**src/rtl/rtc_time_counter.sv**
```systemverilog
// BCD time-of-day counter fed by a synchronized, edge-detected 1 Hz tick, with STOP/RUN control, time load and alarm.
// Latency: tick -> time SYNC_STAGES+1 cycles, load/start/stop 1 cycle; load_ready drops in RUN so the load source must hold.
module rtc_time_counter #(
  parameter int SYNC_STAGES = 2
) (
  input  logic       sys_clk,
  input  logic       rstn,
  input  logic       tick_in,
  input  logic       start,
  input  logic       stop,
  input  logic       load_valid,
  output logic       load_ready,
  input  logic [7:0] load_hh,
  input  logic [7:0] load_mm,
  input  logic [7:0] load_ss,
  output logic       load_err,
  input  logic       alarm_en,
  input  logic [7:0] alarm_hh,
  input  logic [7:0] alarm_mm,
  output logic [7:0] hour_bcd,
  output logic [7:0] min_bcd,
  output logic [7:0] sec_bcd,
  output logic       sec_pulse,
  output logic       day_wrap,
  output logic       alarm_hit,
  output logic       running
);

  typedef enum logic {ST_STOP = 1'b0, ST_RUN = 1'b1} state_t;

  state_t                 state_q, state_d;
  logic [SYNC_STAGES-1:0] sync_q, sync_d;
  logic                   tick_prev_q, tick_prev_d;
  logic                   tick_rise_q, tick_rise_d;
  logic [7:0]             hour_q, hour_d, min_q, min_d, sec_q, sec_d;
  logic                   sec_pulse_q, sec_pulse_d;
  logic                   day_wrap_q, day_wrap_d;
  logic                   alarm_hit_q, alarm_hit_d;
  logic                   load_err_q, load_err_d;
  logic                   count_en, load_xfer, load_ok, alarm_ok, time_upd;

  // With both digits <= 9, an unsigned compare of the packed byte orders BCD values numerically.
  function automatic logic bcd_le(input logic [7:0] v, input logic [7:0] lim);
    return (v[7:4] <= 4'd9) && (v[3:0] <= 4'd9) && (v <= lim);
  endfunction

  function automatic logic [7:0] bcd_inc(input logic [7:0] v);
    if (v[3:0] == 4'd9) return {v[7:4] + 4'd1, 4'd0};
    return {v[7:4], v[3:0] + 4'd1};
  endfunction

  always_comb begin
    sync_d      = {sync_q[SYNC_STAGES-2:0], tick_in};
    tick_prev_d = sync_q[SYNC_STAGES-1];
    tick_rise_d = sync_q[SYNC_STAGES-1] & ~tick_prev_q;

    count_en  = tick_rise_q && (state_q == ST_RUN);
    load_xfer = load_valid && (state_q == ST_STOP);
    load_ok   = bcd_le(load_hh, 8'h23) && bcd_le(load_mm, 8'h59) && bcd_le(load_ss, 8'h59);
    alarm_ok  = bcd_le(alarm_hh, 8'h23) && bcd_le(alarm_mm, 8'h59);

    hour_d = hour_q;
    min_d  = min_q;
    sec_d  = sec_q;
    if (count_en) begin
      if (sec_q == 8'h59) begin
        sec_d = 8'h00;
        if (min_q == 8'h59) begin
          min_d  = 8'h00;
          hour_d = (hour_q == 8'h23) ? 8'h00 : bcd_inc(hour_q);
        end else begin
          min_d = bcd_inc(min_q);
        end
      end else begin
        sec_d = bcd_inc(sec_q);
      end
    end else if (load_xfer && load_ok) begin
      hour_d = load_hh;
      min_d  = load_mm;
      sec_d  = load_ss;
    end

    time_upd    = count_en || (load_xfer && load_ok);
    sec_pulse_d = count_en;
    day_wrap_d  = count_en && ({hour_q, min_q, sec_q} == 24'h235959);
    load_err_d  = load_xfer && !load_ok;
    // Only a fresh time can match, so holding still in STOP never re-fires the alarm.
    alarm_hit_d = time_upd && alarm_en && alarm_ok &&
                  ({hour_d, min_d, sec_d} == {alarm_hh, alarm_mm, 8'h00});

    state_d = state_q;
    if (stop)       state_d = ST_STOP;
    else if (start) state_d = ST_RUN;
  end

  always_ff @(posedge sys_clk or negedge rstn) begin
    if (!rstn) begin
      state_q     <= ST_STOP;
      sync_q      <= '0;
      tick_prev_q <= 1'b0;
      tick_rise_q <= 1'b0;
      hour_q      <= 8'h00;
      min_q       <= 8'h00;
      sec_q       <= 8'h00;
      sec_pulse_q <= 1'b0;
      day_wrap_q  <= 1'b0;
      alarm_hit_q <= 1'b0;
      load_err_q  <= 1'b0;
    end else begin
      state_q     <= state_d;
      sync_q      <= sync_d;
      tick_prev_q <= tick_prev_d;
      tick_rise_q <= tick_rise_d;
      hour_q      <= hour_d;
      min_q       <= min_d;
      sec_q       <= sec_d;
      sec_pulse_q <= sec_pulse_d;
      day_wrap_q  <= day_wrap_d;
      alarm_hit_q <= alarm_hit_d;
      load_err_q  <= load_err_d;
    end
  end

  assign hour_bcd   = hour_q;
  assign min_bcd    = min_q;
  assign sec_bcd    = sec_q;
  assign sec_pulse  = sec_pulse_q;
  assign day_wrap   = day_wrap_q;
  assign alarm_hit  = alarm_hit_q;
  assign load_err   = load_err_q;
  assign running    = (state_q == ST_RUN);
  assign load_ready = (state_q == ST_STOP);

endmodule

```
**config.mk**
```make
export PLATFORM = sky130hd
export DESIGN_NAME = rtc_time_counter
export DESIGN_NICKNAME = d
export VERILOG_FILES = /design/src/rtl/rtc_time_counter.sv
export SDC_FILE = /design/constraint.sdc
export NUM_CORES = 1
export LEC_CHECK = 0
export BUFFER_PORTS_ARGS = -buffer_cell sky130_fd_sc_hd__buf_2
export CORE_UTILIZATION = 48
export CTS_BUF_LIST = sky130_fd_sc_hd__clkbuf_4
export CTS_CLUSTER_SIZE = 8
export DETAILED_ROUTE_END_ITERATION = 8
export PLACE_DENSITY = 0.77
export SLEW_MARGIN = 10
export SYNTH_ARGS = -nofsm -noshare
export SYNTH_HDL_FRONTEND = slang
export SYNTH_SLANG_ARGS = --single-unit
```
**constraint.sdc**
```tcl
create_clock -name sys_clk -period 2.5 [get_ports sys_clk]
set_input_delay 0.5 -clock sys_clk [delete_from_list [all_inputs] [get_ports sys_clk]]
set_output_delay 0.5 -clock sys_clk [all_outputs]
set_load 0.05 [all_outputs]
```
## Yosys cells after proc, flatten, opt, wreduce, memory -nomap -nowiden

Index checks and enable logic that the tools add are counted.

- Flip-flop bits (word level): 33
- Input bits: 47
- Output and inout bits: 30
- Logic and storage cells: 98

- Add/subtract/negate cells: 6
- Order comparisons: 15
- Equality and inequality tests: 8
- Muxes and demuxes: 31
- Bitwise operators: 3
- Reduce and logical (&&, ||, !) cells: 24

Operator list:

| cell | number |
|---|---|
| 2-to-1 mux 8 bit | 18 |
| less-or-equal comparator 4 bit, second input constant | 10 |
| adder 4 x 1 -> 4 bit, second input constant | 6 |
| == test 24 x 22 -> 1 bit, second input constant | 1 |
| == test 24 bit | 1 |
| less-or-equal comparator 8 x 7 -> 1 bit, second input constant | 3 |
| logical AND 1 bit | 21 |
| == test 8 x 7 -> 1 bit, second input constant | 2 |
| less-or-equal comparator 8 x 6 -> 1 bit, second input constant | 2 |
| 2-to-1 mux 1 bit | 13 |
| == test 4 bit, second input constant | 3 |
| == test 8 x 6 -> 1 bit, second input constant | 1 |
| NOT 1 bit | 2 |
| nonzero test 2 bit | 1 |
| bitwise AND 1 bit | 1 |
| logical NOT 1 bit | 1 |
| logical OR 1 bit | 1 |

## Depth between registers and ports, before layout

- Depth after elaboration: 12
- Gate-level depth with buffers: 11
- Mapped depth without buffers: 10

## Worst setup path after synthesis

Ideal clock, no wire load.

- Path type: register to register
- Start: register sec_q[4], in the netlist sec_bcd[4]
- End: register alarm_hit_q, in the netlist alarm_hit
- Library setup time: 0.096 ns
- Data arrival time: 2.866 ns
- Data required time: 2.404 ns
- Slack: -0.461 ns
- Cell stages (with the launch flop): 11
- Buffers on the path: 1
- Clock period less this slack: 2.961 ns
- Path through: dfrtp_1 > ha_1 > nand3b_4 > or4_1 > buf_6 > o21ai_2 > o31ai_1 > xor2_1 > a2111oi_2 > nand4_1 > nor4_2

- Word-level cells in the longest chain between the ends: 7
- Elaborated cells between the ends (all ways): 13
- Those cells by class: add/sub: 1; eq/ne: 2; mux: 9; reduce/logical: 1

Ends and longest elaborated chain:

| item | line | source |
|---|---|---|
| start: declaration | 35 | `logic [7:0] hour_q, hour_d, min_q, min_d, sec_q, sec_d;` |
| start signal: assignment | 104 | `sec_q <= 8'h00;` |
| start signal: assignment | 116 | `sec_q <= sec_d;` |
| adder 4 x 1 -> 4 bit | 48 | `if (v[3:0] == 4'd9) return {v[7:4] + 4'd1, 4'd0};` |
| 2-to-1 mux 8 bit | 48 |  |
| 2-to-1 mux 8 bit | 49 | `return {v[7:4], v[3:0] + 4'd1};` |
| 2-to-1 mux 8 bit | 66 | `if (sec_q == 8'h59) begin` |
| 2-to-1 mux 8 bit | 65 | `if (count_en) begin` |
| == test 24 bit * | 89 | `({hour_d, min_d, sec_d} == {alarm_hh, alarm_mm, 8'h00});` |
| logical AND 1 bit * | 88 | `alarm_hit_d = time_upd && alarm_en && alarm_ok &&` |
| net alarm_hit_d | 38 | `logic alarm_hit_q, alarm_hit_d;` |
| end signal: assignment | 119 | `alarm_hit_q <= alarm_hit_d;` |
| end: declaration | 38 |  |

The timed path passes the listed nets; every way through them passes the cells marked *. The select of a mux whose other input is x is not followed.
A chain may end at the register's enable or synchronous reset.

## Worst setup path in the final report

- Start: register min_q[5], in the netlist min_bcd[5]
- End: register alarm_hit_q, in the netlist alarm_hit

- Elaborated cells between the ends (all ways): 13
- Those cells by class: add/sub: 1; eq/ne: 2; mux: 9; reduce/logical: 1

RTL lines:

| item | line | source |
|---|---|---|
| start: declaration | 35 |  |
| start signal: assignment | 115 | `min_q <= min_d;` |
| == test 8 x 7 -> 1 bit | 68 | `if (min_q == 8'h59) begin` |
| 2-to-1 mux 8 bit | 68 |  |
| 2-to-1 mux 8 bit | 66 |  |
| 2-to-1 mux 8 bit | 65 |  |
| net hour_d[2] | 35 |  |
| == test 24 bit | 89 |  |
| logical AND 1 bit | 88 |  |
| net alarm_hit_d | 38 |  |

The timed path passes the listed nets, and every way through them passes these cells. The select of a mux whose other input is x is not followed.

==> summary.txt <==
Worst setup path
  • Worst R2R Start: min_bcd[5]$_DFF_PN0_
  • Critical Path Max Stage Delay: 580 ps
  • Classification of the worst setup path: flip-flop to flip-flop
  • Critical register-to-register path endpoint: alarm_hit$_DFF_PN0_
  • Slowest library cell on the worst path: or4_4
  • Logic depth of the worst path, buffers included: 12
  • Number of cell instances on the worst register-to-register path: 12
  • Buf/Inv on CP: 3
  • Reg2Reg Setup Slack: -300 ps
  • Crit path capture type: flip-flop
  • Crit start category: flip-flop
  • Critical path data required time: 2780 ps
  • Crit path DAT: 3080 ps
  • Series of cell instances along the critical path: inv_2 -> ha_1 -> nand3b_1 -> or4_4 -> buf_6 -> buf_4 -> o21ai_2 -> o211ai_2 -> xor2_1 -> a2111oi_2 -> nand4_1 -> nor4_2
  • Biggest fanout along the worst timing path: 6
  • Worst path top cell family by delay: simple AND/OR/NAND/NOR gates

Floorplanning
  • Total core area: 4720 um2
  • Placement row count: 25
  • I/O Pins: 77
  • Die boundary width: 71.9 um
  • Die boundary height: 71.9 um
  • Effective utilization at floorplan: 0.496
  • Die Outline Area: 5170 um2

Pwr
  • Share of total power in the clock network: 0.122
  • Sequential Power Share: 0.270
  • Leakage power summed over all cells: 1.75 nW
  • Total power: 2.61 mW
  • Switching power of the nets: 1.24 mW
  • Internal Pwr Total: 1.37 mW
  • Worst vdd rail ir drop: 0.391 mV
  • Power share of the combinational group: 0.608
  • Fraction of power spent switching nets: 0.476
  • Power density cells: 713 nW/um2

Run status
  • Violations in the final reports: setup timing
  • Outcome: finished, violations left

Worst hold path
  • Classification of the worst-slack hold path: input pin to async pin

Clock tree
  • H-tree Lvls: 2
  • Clock Pin Slew Worst Setup and Hold Paths: 120 ps
  • Clock buffers created by TritonCTS: 5
  • Clock insertion delay at the later pin of the skew report: 370 ps
  • Clock tree from TritonCTS: done
  • Total clock sinks: 33
  • CTS root buffer: clkbuf_4
  • Maximum buffer depth of the clock tree: 2

Finish
  • Finished Cell Area: 3660 um2
  • Ratio of cells with drive above 1 in the final layout: 0.506
  • Utilization after layout: 0.774
  • Number of diodes added for antenna fixing: 0
  • Number of standard cells in the final layout excluding fillers: 494
  • Signed area change from the synthesized netlist to the final layout: 55.9%
  • Fill cell instance count of the final layout: 303
  • Net total in the final layout: 485

STA
  • Worst Setup Slack, final: -296 ps
  • Unrepaired setup endpoints after global routing: yes
  • Number of slew-limit violations in the final report: 0
  • Ratio of final minimum period to clock period: 1.12
  • Min Clock Period, post-route: 2800 ps
  • Least-Margin Pin Slew: 754 ps
  • Hold Vio Cnt, Final: 0
  • Highest clock rate: 0.358 GHz
  • Min Hold Slack: 183 ps
  • Skew final: 19.8 ps
  • Max_slew headroom: 0.497
  • Total negative setup slack: -362 ps
  • Final setup viols: 2

Yosys
  • Post-synth design cell area: 2340 um2
  • Synthesis-stage register bit count: 33
  • Unique cell type count in the Yosys netlist: 61
  • Ys async rst share: 1.00
  • Total number of yosys warnings: 0
  • Total nets after synthesis: 318
  • Cell count after synthesis: 259
  • Dominant synthesized flop cell: dfrtp_1
  • Post-synthesis area per instance: 9.05 um2
  • Fraction of the yosys area taken by sequential cells: 0.352
  • Number of enable-type register cells in the synthesized netlist: 0

Placement
  • Placed insts: 476
  • HPWL after DPL: 6210 um
  • Quantity of I/O buffers inserted on ports: 76
  • Worst Setup Slack post-DPL: -218 ps
  • Final Wtd Congestion: 0.969
  • DP Area: 3410 um2

Routing
  • Overall via count from detail_route: 3,089
  • Detailed router's first-iteration violation count: 480
  • DR WL/cell: 19.2 um
  • DRT Pass-1 Iters: 6
  • Post-DR vias/cell: 6.25
  • DRC violation count after routing: 0
  • Wirelength, routed: 9480 um
  • Remaining antenna violation count after routing: 0

Flow run
  • Count of maximum capacitance violations: 0

GRT
  • Overflow left after global routing: 0
  • Initial antenna violation count: 0
  • Number of global-route vias before repair: 2,769
  • Wire length of the first global-routing pass: 13,200 um
  • Overall fraction of global-route tracks in use: 0.336
  • Largest net degree at the start of global routing: 34
## routing by layer
metal / vias to the layer above / share of wire / routed length (um) / global-route usage
met4: 0 / 0.070 / 668 / 0.135
met5: - / 0 / 0 / 0
met1: 1415 / 0.36 / 3420 / 0.432
met3: 85 / 0.11 / 1060 / 0.0806
li1: 1327 / - / - / -
met2: 262 / 0.46 / 4330 / 0.549
## layout make-up
type                    instances  area [um2]  share of cell area
flip-flops and latches         33         838               0.229
clock inverters                 2        10.0             0.00274
well taps                      67        83.8              0.0229
inverters                       9        33.8             0.00924
repair buffers                168        1090               0.299
clock buffers                   6        45.0              0.0123
multi-input cells             209        1550               0.424
## power groups by stage
stage / sequential (mW) / clock, mW / combinational, mW
after CTS: 0.700 / 0.323 / 1.45
after floorplan: 1.09 / 0 / 0.429
after detailed placement: 0.706 / 0 / 1.40
after global placement: 0.701 / 0 / 1.37
final: 0.704 / 0.317 / 1.58
after global routing: 0.715 / 0.342 / 1.65
## cell families (layout without fill, tap and decap cells)
| logic type | count (synthesis) | in the layout | synth area share |
|---|---|---|---|
| AO/OA/AOI/OAI | 73 | 73 | 0.217 |
| multiplexers | 5 | 5 | 0.0213 |
| buffers and inverters | 17 | 185 | 0.0325 |
| adder cells (fa/ha/maj) | 12 | 12 | 0.0640 |
| AND/OR/NAND/NOR | 107 | 107 | 0.268 |
| XOR/XNOR | 12 | 12 | 0.0448 |
| flip-flops | 33 | 33 | 0.352 |
## cells in the mapped netlist (3+ instances only)
cell      instances  area, um2
inv_1             9       33.8
mux2i_1           5       50.1
o22ai_1           3       18.8
a21o_1            3       22.5
a21oi_1          12       60.1
nand3_1          12       60.1
nand3b_1          4       30.0
nor3_1            5       25.0
nand4_1           8       50.1
nor4_1            5       31.3
or3_1             3       18.8
nor2_1           11       41.3
a31oi_1           7       43.8
a211oi_1          3       22.5
dfrtp_1          33        826
o31ai_1           3       22.5
xnor2_1          10       87.6
buf_2             4       20.0
nand2_1          30        113
nor2b_1           5       31.3
o21ai_0          15       75.1
and3_1            4       25.0
ha_1             12        150
o21a_1            3       22.5
nor3b_1           3       22.5
## cells in the final DEF, fill, tap and decap left out, drive strengths merged, types with 3 or more instances in the layout
cell / netlist / routed
buf: 6 / 168
dfrtp: 33 / 33
nand2: 30 / 30
o21ai: 18 / 18
a21oi: 13 / 13
nand3: 12 / 12
ha: 12 / 12
nor2: 11 / 11
xnor2: 10 / 10
inv: 9 / 9
nand4: 8 / 8
a31oi: 7 / 7
nor4: 7 / 7
clkbuf: 2 / 6
nor3: 6 / 6
nor2b: 5 / 5
mux2i: 5 / 5
nand3b: 5 / 5
and3: 4 / 4
o21a: 3 / 3
nor3b: 3 / 3
o22ai: 3 / 3
or3: 3 / 3
a21o: 3 / 3
a2111oi: 3 / 3
a211oi: 3 / 3
nor4b: 3 / 3
o31ai: 3 / 3
## registers in the layout, indices dropped and copies added (netlist names)
| register | flops |
|---|---|
| hour_bcd | 8 |
| min_bcd | 8 |
| sec_bcd | 8 |
| sync_q | 2 |
| alarm_hit | 1 |
| day_wrap | 1 |
| load_err | 1 |
| running | 1 |
| sec_pulse | 1 |
| tick_prev_q | 1 |
| tick_rise_q | 1 |
## repair_timing
action,4_1_cts,5_1_grt
pin swaps,13,3
setup buffers,8,2
hold buffers,0,0
setup endpoints to repair,1,2
resized for setup,9,15
## worst max-delay path by stage
stage / startpoint / to / slack [ps]
final: min_bcd[5]$_DFF_PN0_ / alarm_hit$_DFF_PN0_ / -300
after global routing: min_bcd[5]$_DFF_PN0_ / alarm_hit$_DFF_PN0_ / -480
after CTS: min_bcd[5]$_DFF_PN0_ / alarm_hit$_DFF_PN0_ / -110
after detailed placement: load_hh[6] / alarm_hit$_DFF_PN0_ / -220
after global placement: load_hh[6] / alarm_hit$_DFF_PN0_ / -180
after floorplan: min_bcd[1]$_DFF_PN0_ / alarm_hit$_DFF_PN0_ / -280
(Power assumes the default switching activity.)
